File: src/rtl/clock_enable_select_if.sv
// clock_enable_select_if
//   Bundles the control/status signals of clock_enable_select.
//   master: the controlling side (drives enable, sources, select, mode,
//           prescale; observes the enable pulse and switch status).
//   slave : the clock_enable_select block itself.
//   Signals:
//     en          global enable
//     clk_in      asynchronous tick sources, one bit per source
//     clk_sel     requested source index
//     edge_mode   00 rising, 01 falling, 10 both, 11 none
//     div_val     prescale value, one pulse per (div_val+1) edges
//     clk_ena     registered single-cycle enable pulse
//     sel_active  source index currently in use
//     switching   high while a source change is draining
interface clock_enable_select_if #(
  parameter int NUM_SRC = 8,
  parameter int SEL_W   = 3,
  parameter int DIV_W   = 4
);
  logic               en;
  logic [NUM_SRC-1:0] clk_in;
  logic [SEL_W-1:0]   clk_sel;
  logic [1:0]         edge_mode;
  logic [DIV_W-1:0]   div_val;
  logic               clk_ena;
  logic [SEL_W-1:0]   sel_active;
  logic               switching;

  modport master (
    output en, clk_in, clk_sel, edge_mode, div_val,
    input  clk_ena, sel_active, switching
  );

  modport slave (
    input  en, clk_in, clk_sel, edge_mode, div_val,
    output clk_ena, sel_active, switching
  );
endinterface

File: src/rtl/clock_enable_select.sv
// clock_enable_select
//   Clock-enable generator for the 8-bit timer family. Synchronises NUM_SRC
//   asynchronous tick sources, detects edges per edge_mode, selects one
//   source, divides its edge rate by (div_val+1) and emits single-cycle
//   clk_ena pulses. Source changes pass through a two-cycle drain so that no
//   partial or spurious pulse escapes while the selection moves.
//   Parameters: NUM_SRC (2..16), SEL_W (2^SEL_W >= NUM_SRC), DIV_W.
//   Ports:
//     clk  system clock, rising edge
//     rst  synchronous reset, active-high
//     bus  clock_enable_select_if slave modport (see interface header)
//
//   Switch FSM:
//   state    | meaning
//   ---------+-----------------------------------------------------------
//   ST_RUN   | sel_active in use, prescaler counts qualifying edges
//   ST_DRAIN | selection changing; clk_ena forced low, div_cnt cleared,
//            | sel_active reloaded from clk_sel on the second cycle
module clock_enable_select #(
  parameter int NUM_SRC = 8,
  parameter int SEL_W   = 3,
  parameter int DIV_W   = 4
) (
  input logic                  clk,
  input logic                  rst,
  clock_enable_select_if.slave bus
);

  localparam logic [0:0] ST_RUN   = 1'b0;
  localparam logic [0:0] ST_DRAIN = 1'b1;

  logic [NUM_SRC-1:0] s1_q, s1_d;
  logic [NUM_SRC-1:0] s2_q, s2_d;
  logic [NUM_SRC-1:0] s3_q, s3_d;
  logic [NUM_SRC-1:0] edge_r_q, edge_r_d;

  logic [0:0]         state_q, state_d;
  logic [1:0]         drain_cnt_q, drain_cnt_d;
  logic [SEL_W-1:0]   sel_active_q, sel_active_d;
  logic               switching_q, switching_d;
  logic [DIV_W-1:0]   div_cnt_q, div_cnt_d;
  logic               clk_ena_q, clk_ena_d;

  logic               sel_edge;

  // Synchroniser, history flop and live-mode edge detect.
  always_comb begin
    s1_d = bus.clk_in;
    s2_d = s1_q;
    s3_d = s2_q;
    case (bus.edge_mode)
      2'b00:   edge_r_d = s2_q & ~s3_q;
      2'b01:   edge_r_d = ~s2_q & s3_q;
      2'b10:   edge_r_d = s2_q ^ s3_q;
      default: edge_r_d = '0;
    endcase
  end

  // An index beyond NUM_SRC matches no bit and reads as a silent source.
  always_comb begin
    sel_edge = 1'b0;
    for (int i = 0; i < NUM_SRC; i++) begin
      if (sel_active_q == SEL_W'(i)) sel_edge = edge_r_q[i];
    end
  end

  always_comb begin
    state_d      = state_q;
    drain_cnt_d  = drain_cnt_q;
    sel_active_d = sel_active_q;
    switching_d  = switching_q;
    div_cnt_d    = div_cnt_q;
    clk_ena_d    = 1'b0;
    if (state_q == ST_RUN) begin
      if (bus.clk_sel != sel_active_q) begin
        // The edge that enters DRAIN also raises switching, so no pulse may
        // be issued on it either.
        state_d     = ST_DRAIN;
        drain_cnt_d = 2'd0;
        switching_d = 1'b1;
      end else if (sel_edge && bus.en) begin
        // >= rather than == lets a lowered div_val take effect at the next
        // edge instead of wrapping through the full counter range.
        if (div_cnt_q >= bus.div_val) begin
          clk_ena_d = 1'b1;
          div_cnt_d = '0;
        end else begin
          div_cnt_d = div_cnt_q + DIV_W'(1);
        end
      end
    end else begin
      div_cnt_d   = '0;
      drain_cnt_d = drain_cnt_q + 2'd1;
      if (drain_cnt_q == 2'd1) begin
        sel_active_d = bus.clk_sel;
        state_d      = ST_RUN;
        switching_d  = 1'b0;
        drain_cnt_d  = 2'd0;
      end
    end
  end

  always_ff @(posedge clk) begin
    if (rst) begin
      s1_q         <= '0;
      s2_q         <= '0;
      s3_q         <= '0;
      edge_r_q     <= '0;
      state_q      <= ST_RUN;
      drain_cnt_q  <= 2'd0;
      sel_active_q <= '0;
      switching_q  <= 1'b0;
      div_cnt_q    <= '0;
      clk_ena_q    <= 1'b0;
    end else begin
      s1_q         <= s1_d;
      s2_q         <= s2_d;
      s3_q         <= s3_d;
      edge_r_q     <= edge_r_d;
      state_q      <= state_d;
      drain_cnt_q  <= drain_cnt_d;
      sel_active_q <= sel_active_d;
      switching_q  <= switching_d;
      div_cnt_q    <= div_cnt_d;
      clk_ena_q    <= clk_ena_d;
    end
  end

  assign bus.clk_ena    = clk_ena_q;
  assign bus.sel_active = sel_active_q;
  assign bus.switching  = switching_q;

endmodule
File: src/flat_wrapper.sv
// flat-port wrapper written by rule: the top's interface ports become plain ports
module clock_enable_select_flat 
#(
  parameter int NUM_SRC = 8,
  parameter int SEL_W   = 3,
  parameter int DIV_W   = 4
)
  (clk, rst, bus_en, bus_clk_in, bus_clk_sel, bus_edge_mode, bus_div_val, bus_clk_ena, bus_sel_active, bus_switching);
  clock_enable_select_if #(.NUM_SRC(NUM_SRC), .SEL_W(SEL_W), .DIV_W(DIV_W)) bus_i ();
  input logic clk;
  input logic rst;
  input wire logic [$bits(bus_i.en)-1:0] bus_en;
  input wire logic [$bits(bus_i.clk_in)-1:0] bus_clk_in;
  input wire logic [$bits(bus_i.clk_sel)-1:0] bus_clk_sel;
  input wire logic [$bits(bus_i.edge_mode)-1:0] bus_edge_mode;
  input wire logic [$bits(bus_i.div_val)-1:0] bus_div_val;
  output wire logic [$bits(bus_i.clk_ena)-1:0] bus_clk_ena;
  output wire logic [$bits(bus_i.sel_active)-1:0] bus_sel_active;
  output wire logic [$bits(bus_i.switching)-1:0] bus_switching;
  assign bus_i.en = bus_en;
  assign bus_i.clk_in = bus_clk_in;
  assign bus_i.clk_sel = bus_clk_sel;
  assign bus_i.edge_mode = bus_edge_mode;
  assign bus_i.div_val = bus_div_val;
  assign bus_clk_ena = bus_i.clk_ena;
  assign bus_sel_active = bus_i.sel_active;
  assign bus_switching = bus_i.switching;
  clock_enable_select #(.NUM_SRC(NUM_SRC), .SEL_W(SEL_W), .DIV_W(DIV_W)) u_core (.clk(clk), .rst(rst), .bus(bus_i));
endmodule
File: config.mk
export PLATFORM = sky130hd
export DESIGN_NAME = clock_enable_select_flat
export DESIGN_NICKNAME = d
export VERILOG_FILES = /design/src/rtl/clock_enable_select_if.sv /design/src/rtl/clock_enable_select.sv /design/src/flat_wrapper.sv
export SDC_FILE = /design/constraint.sdc
export NUM_CORES = 1
export LEC_CHECK = 0
export BUFFER_PORTS_ARGS = -buffer_cell sky130_fd_sc_hd__buf_2
export CORE_ASPECT_RATIO = 1.2
export CORE_UTILIZATION = 30
export DETAILED_ROUTE_END_ITERATION = 10
export SYNTH_ARGS = -nofsm -noshare
export SYNTH_HDL_FRONTEND = slang
export SYNTH_SLANG_ARGS = --single-unit
File: constraint.sdc
create_clock -name clk -period 1.8 [get_ports clk]
set_input_delay 0.18 -clock clk [delete_from_list [all_inputs] [get_ports clk]]
set_output_delay 0.18 -clock clk [all_outputs]
set_load 0.01 [all_outputs]
=== After elaboration in Yosys (flattened, before gate mapping) ===
Cells that the tools add are included.

* Register bits: 44
* Logic and storage cells: 61

* Bitwise gates (word level): 7
* Equality and inequality tests: 12
* Add/sub/neg operators: 2
* Order comparisons: 1
* Reduce and logical (&&, ||, !) cells: 9
* Mux-type cells: 20

{| class="wikitable"
|+ Operator list
! operator !! number
|-
| $pmux W8 S3 || 1
|-
| $and A8 B8 Y8 || 2
|-
| $not A8 Y8 || 2
|-
| $mux W1 || 15
|-
| $eq A3 B3 Y1 const B || 4
|-
| $xor A8 B8 Y8 || 1
|-
| $eq A3 B2 Y1 const B || 2
|-
| $mux W2 || 3
|-
| $reduce_and A2 Y1 || 3
|-
| $add A4 B1 Y4 const B || 1
|-
| $eq A2 B1 Y1 const B || 2
|-
| $ge A4 B4 Y1 || 1
|-
| $mux W4 || 1
|-
| $reduce_or A4 Y1 || 1
|-
| $eq A3 B1 Y1 const B || 1
|-
| $logic_not A3 Y1 || 1
|-
| $ne A3 B3 Y1 || 1
|-
| $add A2 B1 Y2 const B || 1
|-
| $eq A2 B2 Y1 const B || 1
|-
| $logic_not A2 Y1 || 1
|-
| $ne A2 B2 Y1 const B || 1
|-
| $not A1 Y1 || 2
|-
| $reduce_bool A2 Y1 || 1
|-
| $reduce_or A2 Y1 || 1
|-
| $logic_and A1 B1 Y1 || 1
|}

=== Depth between registers and ports, before layout ===
* Depth after elaboration: 12
* Depth in mapped cells: 7
* Mapped depth without buffers: 7

=== Worst setup path before layout ===
OpenSTA, ideal clock, no wires.

* Path type: reg2reg
* From: register u_core.sel_active_q[1] (netlist: u_core.bus.sel_active[1])
* To: register u_core.div_cnt_q[0]
* Setup time: 74 ps
* Path slack: 164 ps
* Cell stages (with the launch flop): 6
* Arrival time: 1562 ps
* Cell sequence: dfxtp_1 -> xnor2_1 -> nand3_1 -> nor4_4 -> mux2_1 -> nor3_2

* Word-level cells in the longest chain between the ends: 11
* Elaborated cells on any way between the ends: 20
* Those cells by class: 8 x eq/ne; 8 x mux; 1 x bitwise; 3 x reduce/logical

{| class="wikitable"
|+ Ends and longest elaborated chain
! element !! RTL line !! text
|-
| start, declared || clock_enable_select.sv:39 || <nowiki>logic [SEL_W-1:0] sel_active_q, sel_active_d;</nowiki>
|-
| start signal, assigned || clock_enable_select.sv:122 || <nowiki>sel_active_q <= sel_active_d;</nowiki>
|-
| $logic_not A3 Y1 || clock_enable_select.sv:63 || <nowiki>if (sel_active_q == SEL_W'(i)) sel_edge = edge_r_q[i];</nowiki>
|-
| $mux W1 (8 in a row) || clock_enable_select.sv:63 ||
|-
| $logic_and A1 B1 Y1 || clock_enable_select.sv:81 || <nowiki>end else if (sel_edge && bus.en) begin</nowiki>
|-
| $reduce_and A2 Y1 (no line) (*) || -- ||
|-
| end signal, assigned || clock_enable_select.sv:124 || <nowiki>div_cnt_q <= div_cnt_d;</nowiki>
|-
| end, declared || clock_enable_select.sv:41 || <nowiki>logic [DIV_W-1:0] div_cnt_q, div_cnt_d;</nowiki>
|}

Every way passes the cells marked *; elsewhere a longest branch is shown, timed or not.
A chain may end at the register's enable or synchronous reset.

=== Worst setup path after layout ===
Ends and elaborated chain as after synthesis.

==> metrics.md <==
| Metric | Value |
|---|---|
| Hold Violations, Final | `0` |
| Initial drt markers | `41` |
| Reg2reg setup slack | `0.13 ns` |
| Met3 Usage GRT | `3.72%` |
| End of the worst hold path | `u_core.s1_q[6]` |
| Seq/Total Area, Yosys | `44.2%` |
| Worst slew margin | `65.0%` |
| Peak supply drop | `0.361 mV` |
| Fin. max-slew vios | `0` |
| Placed cell areas | `2210 µm²` |
| Htree depth | `2` |
| TritonCTS Buffers | `5` |
| Share of layout cells above drive strength 1 | `18.9%` |
| CP Capture Type | `flop` |
| Mux cell area share after synthesis | `5.97%` |
| Outcome | `finished clean` |
| Critical path arrival | `1.90 ns` |
| Worst-Margin Slew | `0.524 ns` |
| Met2 Use GR | `17.5%` |
| Largest net degree at the start of global routing | `34` |
| P_leak | `1.05 nW` |
| Total number of vias | `1362` |
| Syn avg cell area | `9.48 µm²` |
| Avg WL per Cell | `9.30 µm` |
| Post-route cell area | `2340 µm²` |
| Yosys reg bits | `44` |
| ANT nets after route | `0` |
| RePlAce Congestion | `0.750` |
| R2R depth | `6` |
| Die area | `6970 µm²` |
| Post-synth EDFFs | `0` |
| Fillcell total | `681` |
| I/O pin count | `25` |
| Pre-CTS WS | `0.0596 ns` |
| CTS max path bufs | `2` |
| Reg2reg start | `u_core.bus.sel_active[1]` |
| Gr busiest metal | `met2` |
| WHS Path Cells | `2` |
| GR Util All Layers | `9.73%` |
| DR pass1 iterations | `4` |
| Worst setup margin | `0.128 ns` |
| Post-DP HPWL | `2190 µm` |
| CP Launch Type | `flop` |
| FMAX | `598 MHz` |
| PD cells | `854 nW/µm²` |
| Total grt overflow | `0` |
| Worst Path Required | `2.03 ns` |
| Biggest area consumer among synthesized cells | `dfxtp_1` |
| Initial Util | `31.1%` |
| Final setup violation count | `0` |
| Worst setup path start | `u_core.bus.sel_active[1]` |
| Yosys cell types | `33` |
| Hold Crit Start | `bus_clk_in[6]` |
| Antenna diodes | `0` |
| Ys flop type | `dfxtp_1` |
| Net count, final | `278` |
| Total nets after synthesis | `251` |
| Vias/cell | `4.22` |
| Clock Skews | `0.00907 ns` |
| Die W | `76.4 µm` |
| Number of cells produced by synthesis | `210` |
| Compound-cell area share of the yosys netlist | `9.81%` |
| # port buffers | `24` |
| DRC Markers | `0` |
| Worst hold path type | `in2reg` |
| Largest family of logic cells by synthesized area | `simple AND/OR/NAND/NOR gates` |
| WS Path Type | `reg2reg` |
| Simple-gate share of the synthesized area | `18.1%` |
| Synth Area in XOR/XNOR | `1.32%` |
| Setup TNS | `0 ns` |
| Core Rows | `32` |
| Max-Cap Viols | `0` |
| Root Buffer | `clkbuf_8` |
| Commonest non-fill, non-tap cell in the layout | `dfxtp_1` |
| Worst r2r dst | `u_core.div_cnt_q[0]` |
| Tmin final | `1.67 ns` |
| Clk sinks | `44` |
| Tot Pwr | `2.00 mW` |
| Met1 usage | `9.90%` |
| Clock Latency Late Sink | `0.29 ns` |
| Vias in the first global route | `1238` |
| Yosys top cell area share | `44.2%` |
| Chip height | `91.2 µm` |
| Fin crit share | `92.9%` |
| Core ar. | `6410 µm²` |
| Most frequent cells in the layout | `dfxtp_1, nor2_1, inv_1` |
| Total wire length | `3000 µm` |
| Post-synthesis adder-cell area fraction | `13.2%` |
| Initial antenna violation count | `0` |
| Crit-path max FO | `7` |
| Asr flop ratio synth | `0%` |
| First-pass GRT wire length | `5330 µm` |
| Synth-to-layout area growth | `17.8%` |
| Worst-path clk slew | `0.08 ns` |
| Syn Std Cell Area | `1990 µm²` |
| Yosys warns | `0` |
| TritonCTS clock tree | `yes` |
| Synth area leaders | `dfxtp_1, ha_1, nor2b_1` |
## stage by stage
| stage | hold slack, ns | util (%) | instances |
|---|---|---|---|
| after global placement | 0.388 | 34.5 | 314 |
| after detailed placement | 0.392 | 34.5 | 314 |
| after CTS | 0.0776 | 36.5 | 322 |
| after floorplan | 0.308 | - | 210 |
| after global routing | 0.0785 | 36.6 | 323 |
| final | 0.0928 | 36.6 | 323 |
## flip-flops by register name, indices dropped and copies added (netlist names)
register               count
u_core.bus.clk_ena         1
u_core.state_q             1
u_core.bus.switching       1
u_core.bus.sel_active      3
u_core.edge_r_q            8
u_core.s1_q                8
u_core.s2_q                8
u_core.drain_cnt_q         2
u_core.s3_q                8
u_core.div_cnt_q           4
## Yosys cell counts, types with 2 or more instances
| library cell | number |
|---|---|
| dfxtp_1 | 44 |
| nor2_1 | 31 |
| inv_1 | 27 |
| ha_1 | 21 |
| nor2b_1 | 20 |
| a21oi_1 | 11 |
| clkbuf_1 | 9 |
| mux2i_1 | 7 |
| a211oi_1 | 5 |
| nand2b_1 | 3 |
| o21ai_1 | 3 |
| xnor2_1 | 3 |
| a32o_1 | 2 |
| and3_1 | 2 |
| mux2_1 | 2 |
| nand2_1 | 2 |
| nor3b_1 | 2 |
## layer usage
layer	wire length, µm	up-vias
met5	0	-
met4	26	0
met3	136	2
met2	1540	20
met1	1300	613
li1	-	727
## worst max path at each step
| stage | endpoint | slack (ns) | cells past startpoint |
|---|---|---|---|
| floorplan | u_core.div_cnt_q[0] | 0.16 | 5 |
| global placement | u_core.div_cnt_q[3] | 0.09 | 7 |
| global route | u_core.div_cnt_q[0] | -0.004 | 6 |
| detailed placement | u_core.div_cnt_q[0] | 0.06 | 5 |
| CTS | u_core.div_cnt_q[0] | 0.05 | 5 |
| finish | u_core.div_cnt_q[0] | 0.13 | 6 |
## cell type report
| class | instances | area, µm² | share of cell area, % |
|---|---|---|---|
| flip-flops and latches | 44 | 882 | 37.6 |
| well taps | 85 | 106 | 4.54 |
| multi-input cells | 129 | 963 | 41.1 |
| inverters | 27 | 101 | 4.32 |
| clock buffers | 7 | 96.3 | 4.11 |
| clock inverters | 1 | 30.0 | 1.28 |
| repair buffers | 30 | 165 | 7.04 |
## cells by family after synthesis
group,after synthesis
AND/OR/NAND/NOR,67
flip-flops,44
buffers and inverters,37
AO/OA/AOI/OAI,27
adder cells (fa/ha/maj),21
multiplexers,11
XOR/XNOR,3
## report_power, final
part	switching, mW	internal [mW]	leakage, nW
combinational	0.0920	0.0836	0.622
sequential	0.0176	1.01	0.361
clock	0.310	0.489	0.0645
## worst max-delay path, stage by stage (launching register included)
cell      delay (ns)
dfxtp_1         0.52
nand2b_1        0.17
o22ai_2         0.08
nor4_4          0.24
buf_4           0.18
mux2_1          0.33
nor3_2          0.09
## what timing repair did
action                     4_1_cts  5_1_grt
buffers inserted                 0        1
resized for setup                0        2
setup endpoints to repair        0        3
hold buffers                     0        0
No activity file was read; power rests on OpenSTA's default activity.
